File: config.mk
export PLATFORM = sky130hd
export DESIGN_NAME = logic_unit_pipe_flat
export DESIGN_NICKNAME = d
export VERILOG_FILES = /design/src/rtl/logic_unit_pipe_if.sv /design/src/rtl/logic_unit_pipe.sv /design/src/flat_wrapper.sv
export SDC_FILE = /design/constraint.sdc
export NUM_CORES = 1
export LEC_CHECK = 0
export CAP_MARGIN = 25
export CORE_AREA = 2 2 75 77
export DETAILED_ROUTE_END_ITERATION = 7
export DIE_AREA = 0 0 77 79
export GPL_TIMING_DRIVEN = 0
export PLACE_DENSITY = 0.65
export SLEW_MARGIN = 20
export SYNTH_ARGS = -nofsm -noshare
export SYNTH_HDL_FRONTEND = slang
export SYNTH_SLANG_ARGS = --single-unit
File: constraint.sdc
create_clock -name clk -period 5.4 [get_ports clk]
set_input_delay 0.54 -clock clk [delete_from_list [all_inputs] [get_ports clk]]
set_output_delay 0.54 -clock clk [all_outputs]
set_load 0.01 [all_outputs]
File: src/rtl/logic_unit_pipe_if.sv
// Operand/result stream bundle for logic_unit_pipe.
// The slave modport is the unit; the master modport is the producer/consumer side.
interface logic_unit_pipe_if #(
  parameter int WIDTH = 8
) ();
  logic             in_valid;
  logic             in_ready;
  logic [WIDTH-1:0] a;
  logic [WIDTH-1:0] b;
  logic [2:0]       op;
  logic             out_valid;
  logic             out_ready;
  logic [WIDTH-1:0] out;
  logic             out_match;
  logic             out_zero;

  modport slave (
    input  in_valid, a, b, op, out_ready,
    output in_ready, out_valid, out, out_match, out_zero
  );

  modport master (
    output in_valid, a, b, op, out_ready,
    input  in_ready, out_valid, out, out_match, out_zero
  );
endinterface

File: src/rtl/logic_unit_pipe.sv
// Two-stage pipelined bitwise logic unit with valid/ready flow control.
// Optional saturating match counter enabled by defining LOGIC_UNIT_MATCH_CNT_EN.
module logic_unit_pipe #(
  parameter int WIDTH = 8,
  parameter int CNT_W = 16
) (
  input  logic               clk,
  input  logic               rst,
  logic_unit_pipe_if.slave   bus,
  input  logic               cnt_clr,
  output logic [CNT_W-1:0]   match_cnt
);

  logic             r_s1V;
  logic [WIDTH-1:0] r_s1A;
  logic [WIDTH-1:0] r_s1B;
  logic [2:0]       r_s1Op;
  logic             r_outValid;
  logic [WIDTH-1:0] r_out;
  logic             r_match;
  logic             r_zero;

  logic             w_s2Load;
  logic             w_inReady;
  logic [WIDTH-1:0] w_result;

  assign w_s2Load  = r_s1V && (!r_outValid || bus.out_ready);
  // Held low during reset so no beat can be taken while state is being cleared.
  assign w_inReady = !rst && (!r_s1V || w_s2Load);

  always_comb begin
    w_result = '0;
    case (r_s1Op)
      3'b000:  w_result = r_s1A & r_s1B;
      3'b001:  w_result = r_s1A | r_s1B;
      3'b010:  w_result = r_s1A ^ r_s1B;
      3'b011:  w_result = r_s1A ~^ r_s1B;
      3'b100:  w_result = ~(r_s1A & r_s1B);
      3'b101:  w_result = ~(r_s1A | r_s1B);
      3'b110:  w_result = ~r_s1A;
      3'b111:  w_result = r_s1A;
      default: w_result = '0;
    endcase
  end

  always_ff @(posedge clk) begin
    if (rst) begin
      r_s1V  <= 1'b0;
      r_s1A  <= '0;
      r_s1B  <= '0;
      r_s1Op <= '0;
    end else if (w_inReady) begin
      r_s1V <= bus.in_valid;
      if (bus.in_valid) begin
        r_s1A  <= bus.a;
        r_s1B  <= bus.b;
        r_s1Op <= bus.op;
      end
    end
  end

  always_ff @(posedge clk) begin
    if (rst) begin
      r_outValid <= 1'b0;
      r_out      <= '0;
      r_match    <= 1'b0;
      r_zero     <= 1'b0;
    end else if (w_s2Load) begin
      r_outValid <= 1'b1;
      r_out      <= w_result;
      r_match    <= &(r_s1A ~^ r_s1B);
      r_zero     <= ~|w_result;
    end else if (bus.out_ready) begin
      r_outValid <= 1'b0;
    end
  end

`ifdef LOGIC_UNIT_MATCH_CNT_EN
  logic [CNT_W-1:0] r_matchCnt;

  // Clear dominates; the count sticks at all-ones instead of wrapping.
  always_ff @(posedge clk) begin
    if (rst || cnt_clr) begin
      r_matchCnt <= '0;
    end else if (r_outValid && bus.out_ready && r_match &&
                 (r_matchCnt != {CNT_W{1'b1}})) begin
      r_matchCnt <= r_matchCnt + CNT_W'(1);
    end
  end

  assign match_cnt = r_matchCnt;
`else
  logic w_unusedCntClr;
  assign w_unusedCntClr = cnt_clr;
  assign match_cnt      = '0;
`endif

  assign bus.in_ready  = w_inReady;
  assign bus.out_valid = r_outValid;
  assign bus.out       = r_out;
  assign bus.out_match = r_match;
  assign bus.out_zero  = r_zero;

endmodule

File: src/flat_wrapper.sv
// flat-port wrapper written by rule: the top's interface ports become plain ports
module logic_unit_pipe_flat 
#(
  parameter int WIDTH = 8,
  parameter int CNT_W = 16
)
  (clk, rst, cnt_clr, match_cnt, bus_in_valid, bus_a, bus_b, bus_op, bus_out_ready, bus_in_ready, bus_out_valid, bus_out, bus_out_match, bus_out_zero);
  logic_unit_pipe_if #(.WIDTH(WIDTH)) bus_i ();
  input  logic clk;
  input  logic rst;
  input  logic cnt_clr;
  output logic [CNT_W-1:0] match_cnt;
  input wire logic [$bits(bus_i.in_valid)-1:0] bus_in_valid;
  input wire logic [$bits(bus_i.a)-1:0] bus_a;
  input wire logic [$bits(bus_i.b)-1:0] bus_b;
  input wire logic [$bits(bus_i.op)-1:0] bus_op;
  input wire logic [$bits(bus_i.out_ready)-1:0] bus_out_ready;
  output wire logic [$bits(bus_i.in_ready)-1:0] bus_in_ready;
  output wire logic [$bits(bus_i.out_valid)-1:0] bus_out_valid;
  output wire logic [$bits(bus_i.out)-1:0] bus_out;
  output wire logic [$bits(bus_i.out_match)-1:0] bus_out_match;
  output wire logic [$bits(bus_i.out_zero)-1:0] bus_out_zero;
  assign bus_i.in_valid = bus_in_valid;
  assign bus_i.a = bus_a;
  assign bus_i.b = bus_b;
  assign bus_i.op = bus_op;
  assign bus_i.out_ready = bus_out_ready;
  assign bus_in_ready = bus_i.in_ready;
  assign bus_out_valid = bus_i.out_valid;
  assign bus_out = bus_i.out;
  assign bus_out_match = bus_i.out_match;
  assign bus_out_zero = bus_i.out_zero;
  logic_unit_pipe #(.WIDTH(WIDTH), .CNT_W(CNT_W)) u_core (.clk(clk), .rst(rst), .bus(bus_i), .cnt_clr(cnt_clr), .match_cnt(match_cnt));
endmodule
==> impl_metrics.yaml, run 1 <==
sta:
  min_period_over_period: 0.445
  slew_viol_final: 0
  relSlewSlack: 0.592
  finClkSkew_ns: 0.00250
  fmax_mhz: 416
  hold_viol_final: 0
  setup-tns-final_ns: 0
  finalSetupViolCount: 0
  fin_ws_ns: 3.00
  period_minus_slack_ns: 2.40
  rsz0062_at_grt: "false"
  worstMarginPinSlew_ns: 0.613
global_routing:
  grt_pass1_vias: 1612
  globalRouteOverflowTotal: 0
  grt_pass1_wl_um: 7790
  grt_antenna_before_repair: 0
  grtUsageTotal: 0.162
  grt_max_degree: 11
critical_path:
  worst_ep_arrival_time_ns: 1.86
  slowest_stage: "clkdlybuf4s50_1"
  start_kind: "input port"
  cp-end-kind: "primary output"
  crit_start: "bus_out_ready"
  critPathKind: "input port to primary output"
  cp_data_required_time_ns: 4.86
  crit_path_max_fanout: 5
  path_cells: "clkdlybuf4s50_1 -> nor2b_1 -> a21oi_1 -> clkdlybuf4s50_1"
  worstReg2RegStart: "u_core.r_s1A[5]$_SDFFE_PP0P_"
  path_common_cell: "clkdlybuf4s50_1"
  critPathMaxStageDelay_ns: 0.57
pwr:
  peakVddDrop_mv: 0.107
  p_switching_uw: 184
  powerDensity_mw_per_mm2: 234
  p_seq_frac: 0.414
  p_int_uw: 433
  leakage_nw: 1.11
  combPwrFrac: 0.289
  switching_share: 0.299
  pwr-share-clk: 0.298
drt:
  first_pass_iters: 4
  drc_errors: 0
  drtIter0Drc: 96
  wirelength_um: 4610
  wl_per_cell_um: 12.1
  antenna_left: 0
  vias_per_cell: 4.65
  dr_total_vias: 1768
die:
  die_y_um: 79
  start_util: 0.388
  dieArea_mm2: 0.00608
  placementRows: 27
  pin_count: 52
  die_x_um: 77
  coreArea_mm2: 0.00534
clock_network:
  clk_pin_slew_ns: 0.06
  post_cts_buffers: 0
  htree_levels: 2
  clock_sinks: 31
  clk_latency_ns: 0.28
  cts-resized-gates: 0
  ctsHoldBuffers: 0
  cts-root-buf: "clkbuf_8"
  cts_tree: "yes"
  clock_tree.buffer_depth: 2
  cts_buffers: 5
layout:
  nNetsFinal: 348
  synthToLayoutAreaGrowth_pct: 27.3
  drive_above_1_share: 0.130
  n_antenna_cell: 0
  final_core_util: 0.493
  fill_cells: 558
logic_synthesis:
  syn_inst: 253
  synth_mux_area_frac: 0.0840
  synth-edff-count: 0
  synth-compound-area-share: 0.152
  synth-adder-area-share: 0.0967
  synth_top_family_by_area: "simple AND/OR/NAND/NOR gates"
  synthDistinctLibCells: 35
  avgSynthCellArea_um2: 8.18
  yosys_warnings: 0
  yosys.area_share.simple: 0.181
  synth_xor_area_frac: 0.0381
  yosysSeqAreaShare: 0.300
  synth-seq-cells: 31
  async_flop_share: 0
  ys.flop_type: "dfxtp_1"
  syn_area_mm2: 0.00207
flow_run:
  maxCapViolations: 0
placement:
  globalplace.congestion: 0.902
  dp_hpwl_um: 3590
  io_buffers: 33
  place_worst_setup_slack_ns: 3.00
status:
  status: "finished clean"
min_path:
  hp-class: "register to register"
  worstHoldStart: "u_core.bus.out_match$_SDFFE_PP0P_"
per-layer routing:
layer / track usage / part of all wire
met3: 0.0398 / 0.054
met5: 0 / 0
met4: 0.0589 / 0.0076
met1: 0.202 / 0.47
met2: 0.273 / 0.47
worst max-delay path, delay by kind of cell:
kind / cells / cell delay [ns]
buffers and inverters: 2 / 1.02
AO/OA/AOI/OAI: 1 / 0.22
AND/OR/NAND/NOR: 1 / 0.08
cell usage after synthesis (all sizes together) (7+ instances only):
library cell  count  share of area
dfxtp            31           0.30
buf              28          0.098
nand2            28          0.051
inv              21          0.038
nor2             21          0.038
o31ai            17          0.062
ha               16          0.097
mux2i            14          0.068
nor2b             8          0.024
xnor2             8          0.034
a21oi             7          0.017
nor3              7          0.017
layout make-up:
cell class,count,area (µm²),share of cell area
Clock buffer,6,82.6,0.0314
Timing Repair Buffer,33,330,0.125
Multi-Input combinational cell,182,1200,0.456
Sequential cell,31,621,0.236
Inverter,21,78.8,0.0299
Buffer,34,225,0.0855
Tap cell,72,90.1,0.0342
Clock inverter,1,5.00,0.00190
cells by family after synthesis:
kind of cell	after synthesis
and+or+nand+nor	80
buffers and inverters	55
AOI/OAI and AO/OA	44
DFF	31
muxes	17
adders and majority gates	16
xor gates and xnor gates	9
other	1
cell usage in the layout (no fill, tap or decap), types with 2 or more instances in the layout:
cell,netlist,routed
clkbuf_1,6,6
buf_6,2,2
inv_1,21,21
ha_1,16,16
xnor2_1,8,8
nand2_1,28,28
clkbuf_8,0,6
o31ai_1,17,17
a21oi_1,7,7
nand2b_1,2,2
a2111oi_2,2,2
dfxtp_1,31,31
conb_1,1,16
mux2_2,3,3
o21ai_0,5,5
clkdlybuf4s50_1,0,33
nor2b_1,8,8
buf_4,20,20
buf_2,6,6
nor4_1,2,2
nor2_1,21,21
mux2i_1,14,14
nor3_1,7,7
a211oi_1,6,6
nand4_1,3,3
o22ai_1,2,2
a31oi_1,2,2
nand3b_1,4,4
power by group through the flow:
stage / logic, mW / clock network (mW) / registers, mW
floorplan: 0.123 / 0 / 0.261
global placement: 0.175 / 0 / 0.260
detailed placement: 0.177 / 0 / 0.260
CTS: 0.179 / 0.189 / 0.255
global route: 0.198 / 0.202 / 0.258
finish: 0.178 / 0.184 / 0.255
through the flow:
stage / instance area (µm²) / instances / power (mW) / hold slack [ns]
6_report: 2630 / 380 / 0.617 / 0.461
2_1_floorplan: 2130 / 268 / 0.383 / 0.469
4_1_cts: 2630 / 380 / 0.623 / 0.462
5_1_grt: 2630 / 380 / 0.658 / 0.509
3_3_place_gp: 2550 / 373 / 0.435 / 0.446
3_5_place_dp: 2550 / 373 / 0.438 / 0.452
path summary, 6_finish.rpt:
| kind | end | slack [ns] | cells past startpoint |
|---|---|---|---|
| max | bus_in_ready | 3.00 | 4 |
| min | u_core.bus.out_match$_SDFFE_PP0P_ | 0.46 | 2 |
| max reg2reg | u_core.bus.out_zero$_SDFFE_PP0P_ | 3.48 | 7 |
| min reg2reg | u_core.bus.out_match$_SDFFE_PP0P_ | 0.46 | 2 |
state kept, by name, summed over array words and instances, names as in the netlist:
signal,count
u_core.bus.out,8
u_core.r_s1V,1
u_core.bus.out_zero,1
u_core.r_s1B,8
u_core.r_s1Op,3
u_core.bus.out_valid,1
u_core.bus.out_match,1
u_core.r_s1A,8
Note: power is estimated with default switching activity, not from simulation.
==> run 2, diff against run 1 <==
PLACE_DENSITY = 0.68   (was 0.65)
clock period = 2.2 ns   (was 5.4 ns; I/O delays follow)
==> impl_metrics.yaml, run 2 (same netlist as run 1, synthesis figures left out) <==
global_routing:
  globalRouteOverflowTotal: 0
  grt_max_degree: 11
  grt_pass1_wl_um: 7760
  grtUsageTotal: 0.163
  grt_pass1_vias: 1648
  grt_antenna_before_repair: 0
sta:
  rsz0062_at_grt: "false"
  finClkSkew_ns: 0.00197
  setup-tns-final_ns: 0
  fin_ws_ns: 0.252
  slew_viol_final: 0
  relSlewSlack: 0.597
  min_period_over_period: 0.885
  period_minus_slack_ns: 1.95
  hold_viol_final: 0
  fmax_mhz: 513
  worstMarginPinSlew_ns: 0.604
  finalSetupViolCount: 0
critical_path:
  start_kind: "register"
  crit_path_max_fanout: 4
  cp_data_required_time_ns: 2.43
  critPathKind: "register to register"
  worst_ep_arrival_time_ns: 2.18
  rr_worst_depth: 7
  cp-end-kind: "register"
die:
  start_util: 0.388
  coreArea_mm2: 0.00534
  dieArea_mm2: 0.00608
  pin_count: 52
  die_y_um: 79
  die_x_um: 77
  placementRows: 27
drt:
  vias_per_cell: 4.65
  wl_per_cell_um: 12.2
  antenna_left: 0
  drtIter0Drc: 69
  drc_errors: 0
  wirelength_um: 4660
  first_pass_iters: 4
  dr_total_vias: 1773
min_path:
  hp-class: "input port to register"
  hold_depth: 3
status:
  status: "finished clean"
clock_network:
  clk_pin_slew_ns: 0.06
  clk_latency_ns: 0.28
  clock_sinks: 31
  cts-root-buf: "clkbuf_8"
  cts_tree: "yes"
  ctsHoldBuffers: 0
  htree_levels: 2
  cts_buffers: 5
  cts-resized-gates: 0
  clock_tree.buffer_depth: 2
  post_cts_buffers: 0
layout:
  layout_common_cells: "clkdlybuf4s50_1, dfxtp_1, nand2_1, inv_1, nor2_1"
  n_antenna_cell: 0
  final_common_cell: "clkdlybuf4s50_1"
  nNetsFinal: 348
  finalNonFillerCells: 381
  final_core_util: 0.496
  synthToLayoutAreaGrowth_pct: 27.9
  fill_cells: 569
  drive_above_1_share: 0.129
pwr:
  leakage_nw: 1.11
  peakVddDrop_mv: 0.269
  powerDensity_mw_per_mm2: 590
placement:
  dp_hpwl_um: 3600
  globalplace.congestion: 0.895
  place_worst_setup_slack_ns: 0.209
  placed_cells: 373
  io_buffers: 33
flow_run:
  maxCapViolations: 0
## run 2: cell count changes in the layout (fill, tap and decap cells not counted), sizes merged
cell    before  now
clkinv       1    0
clkbuf      12   14
## run 2: final cells by class
class	instances	area, µm²	share of cell area
sequential	31	621	0.235
timing repair buffer	33	330	0.125
tap	72	90.1	0.0340
inverter	21	78.8	0.0298
multi-input combinational	182	1200	0.454
clock buffer	8	100	0.0378
buffer	34	225	0.0851
## run 2: per-stage QoR
step / hold WS, ns / total power, mW / cell area (µm²)
finish: 0.420 / 1.56 / 2650
global route: 0.434 / 1.66 / 2650
CTS: 0.414 / 1.58 / 2650
detailed placement: 0.448 / 1.08 / 2550
global placement: 0.446 / 1.07 / 2550
floorplan: 0.319 / 0.941 / 2130
## run 2: power breakdown
group	total, mW	internal, mW	leakage [nW]	switching [mW]
clock network	0.496	0.285	0.0515	0.210
logic	0.440	0.215	0.805	0.225
registers	0.626	0.602	0.256	0.0242
total	1.56	1.10	1.11	0.459
## run 2: routing by layer
metal / vias to the layer above / global-route usage / wire length [µm]
li1: 926 / - / -
met1: 797 / 0.202 / 2170
met3: 7 / 0.0386 / 254
met5: - / 0 / 0
met4: 0 / 0.0589 / 68
met2: 43 / 0.277 / 2160
## run 2: worst max-delay path: stages, from the launching register on
cell	delay, ns
dfxtp_1	0.38
inv_1	0.08
ha_1	0.33
a2111oi_2	0.36
a31oi_1	0.07
o31a_1	0.15
a2111oi_2	0.34
a31o_1	0.19
## run 2: final timing paths
| kind | from | endpoint | slack, ns |
|---|---|---|---|
| max reg2reg | u_core.r_s1A[5]$_SDFFE_PP0P_ | u_core.bus.out_zero$_SDFFE_PP0P_ | 0.25 |
| max | u_core.r_s1A[5]$_SDFFE_PP0P_ | u_core.bus.out_zero$_SDFFE_PP0P_ | 0.25 |
| min reg2reg | u_core.bus.out[5]$_SDFFE_PP0P_ | u_core.bus.out[5]$_SDFFE_PP0P_ | 0.45 |
| min | rst | u_core.bus.out_zero$_SDFFE_PP0P_ | 0.42 |
==> run 3, diff against run 2 <==
CELL_PAD_IN_SITES_DETAIL_PLACEMENT = 0   (was default)
CELL_PAD_IN_SITES_GLOBAL_PLACEMENT = 2   (was default)
CORE_AREA = 2 2 94 96   (was 2 2 75 77)
DIE_AREA = 0 0 96 98   (was 0 0 77 79)
PLACE_DENSITY = 0.73   (was 0.68)
==> impl_metrics.yaml, run 3 (same netlist as run 1, synthesis figures left out) <==
critical_path:
  crit_buf_inv: 1
  rr_worst_depth: 7
  critPathMaxStageDelay_ns: 0.38
  crit_cells: 7
  cp-end-kind: "register"
  start_kind: "register"
  critPathKind: "register to register"
  path_delay_family: "compound AO/OA/AOI/OAI gates"
  crit_path_max_fanout: 4
  path_common_cell: "a2111oi_2"
  cp_data_required_time_ns: 2.43
  worst_ep_arrival_time_ns: 2.16
  path_cells: "inv_1 -> ha_1 -> a2111oi_2 -> a31oi_1 -> o31a_1 -> a2111oi_2 -> a31o_1"
  slowest_stage: "dfxtp_1"
clock_network:
  htree_levels: 2
  ctsHoldBuffers: 0
  cts_buffers: 5
  cts-root-buf: "clkbuf_8"
  clock_sinks: 31
  clock_tree.buffer_depth: 2
  clk_pin_slew_ns: 0.07
  post_cts_buffers: 0
  cts-resized-gates: 0
  cts_tree: "yes"
  clk_latency_ns: 0.28
pwr:
  leakage_nw: 1.11
  peakVddDrop_mv: 0.198
  powerDensity_mw_per_mm2: 571
  finalPower_mw: 1.53
placement:
  io_buffers: 33
  globalplace.congestion: 0.809
  place_worst_setup_slack_ns: 0.220
  dp_hpwl_um: 4020
sta:
  min_period_over_period: 0.879
  slew_viol_final: 0
  fmax_mhz: 517
  finClkSkew_ns: 0.00752
  relSlewSlack: 0.605
  rsz0062_at_grt: "false"
  worstMarginPinSlew_ns: 0.593
  finalSetupViolCount: 0
  fin_ws_ns: 0.267
  hold_viol_final: 0
  setup-tns-final_ns: 0
  period_minus_slack_ns: 1.93
min_path:
  hold_depth: 2
  hp-class: "register to register"
drt:
  drtIter0Drc: 34
  first_pass_iters: 4
  wirelength_um: 5160
  drc_errors: 0
  dr_total_vias: 1753
  vias_per_cell: 4.21
  antenna_left: 0
  wl_per_cell_um: 12.4
layout:
  n_antenna_cell: 0
  layout_common_cells: "clkdlybuf4s50_1, dfxtp_1, nand2_1, inv_1, nor2_1"
  nNetsFinal: 348
  final_common_cell: "clkdlybuf4s50_1"
  drive_above_1_share: 0.130
  final_core_util: 0.316
  fill_cells: 937
  synthToLayoutAreaGrowth_pct: 29.4
global_routing:
  grtUsageTotal: 0.117
  grtUsageMet2: 0.185
  globalRouteOverflowTotal: 0
  grt_antenna_before_repair: 0
  met1_usage: 0.155
  grt_pass1_wl_um: 8580
  grt.busiest_layer: "met2"
  grt_max_degree: 11
  grt_pass1_vias: 1756
  grt.met3_usage: 0.0278
status:
  status: "finished clean"
die:
  start_util: 0.244
  dieArea_mm2: 0.00941
  die_x_um: 96
  placementRows: 34
  die_y_um: 98
  pin_count: 52
  coreArea_mm2: 0.00847
flow_run:
  maxCapViolations: 0
[run 3: stage by stage]
step                      instance area (µm²)  hold slack, ns  cells
after global routing                     2680           0.497    416
after global placement                   2590           0.446    409
final                                    2680           0.452    416
after CTS                                2680           0.455    416
after floorplan                          2130           0.319    268
after detailed placement                 2590           0.446    409
[run 3: where the power goes]
part | internal, mW | switching [mW]
clock | 0.245 | 0.215
sequential | 0.602 | 0.0249
combinational | 0.215 | 0.227
total | 1.06 | 0.467
[run 3: layout make-up]
type | instances | area [µm²] | share of cell area
Buffer | 34 | 225 | 0.0841
Clock buffer | 6 | 82.6 | 0.0308
Clock inverter | 1 | 5.00 | 0.00187
Inverter | 21 | 78.8 | 0.0294
Multi-Input combinational cell | 182 | 1200 | 0.448
Sequential cell | 31 | 621 | 0.232
Tap cell | 108 | 135 | 0.0504
Timing Repair Buffer | 33 | 330 | 0.123
[run 3: routing by layer]
layer  vias up  share of wire
li1        933              -
met1       772           0.49
met2        39           0.45
met3         9          0.042
met4         0          0.018
met5         -              0
[run 3: worst min-delay path, stage by stage (launching register included)]
cell,delay [ns]
dfxtp_1,0.31
nand2_1,0.05
a21oi_1,0.05
[run 3: worst paths after layout]
path | start | to | slack, ns
setup / recovery | u_core.r_s1A[5]$_SDFFE_PP0P_ | u_core.bus.out_zero$_SDFFE_PP0P_ | 0.27
hold reg to reg | u_core.bus.out_match$_SDFFE_PP0P_ | u_core.bus.out_match$_SDFFE_PP0P_ | 0.45
hold / removal | u_core.bus.out_match$_SDFFE_PP0P_ | u_core.bus.out_match$_SDFFE_PP0P_ | 0.45
setup reg to reg | u_core.r_s1A[5]$_SDFFE_PP0P_ | u_core.bus.out_zero$_SDFFE_PP0P_ | 0.27
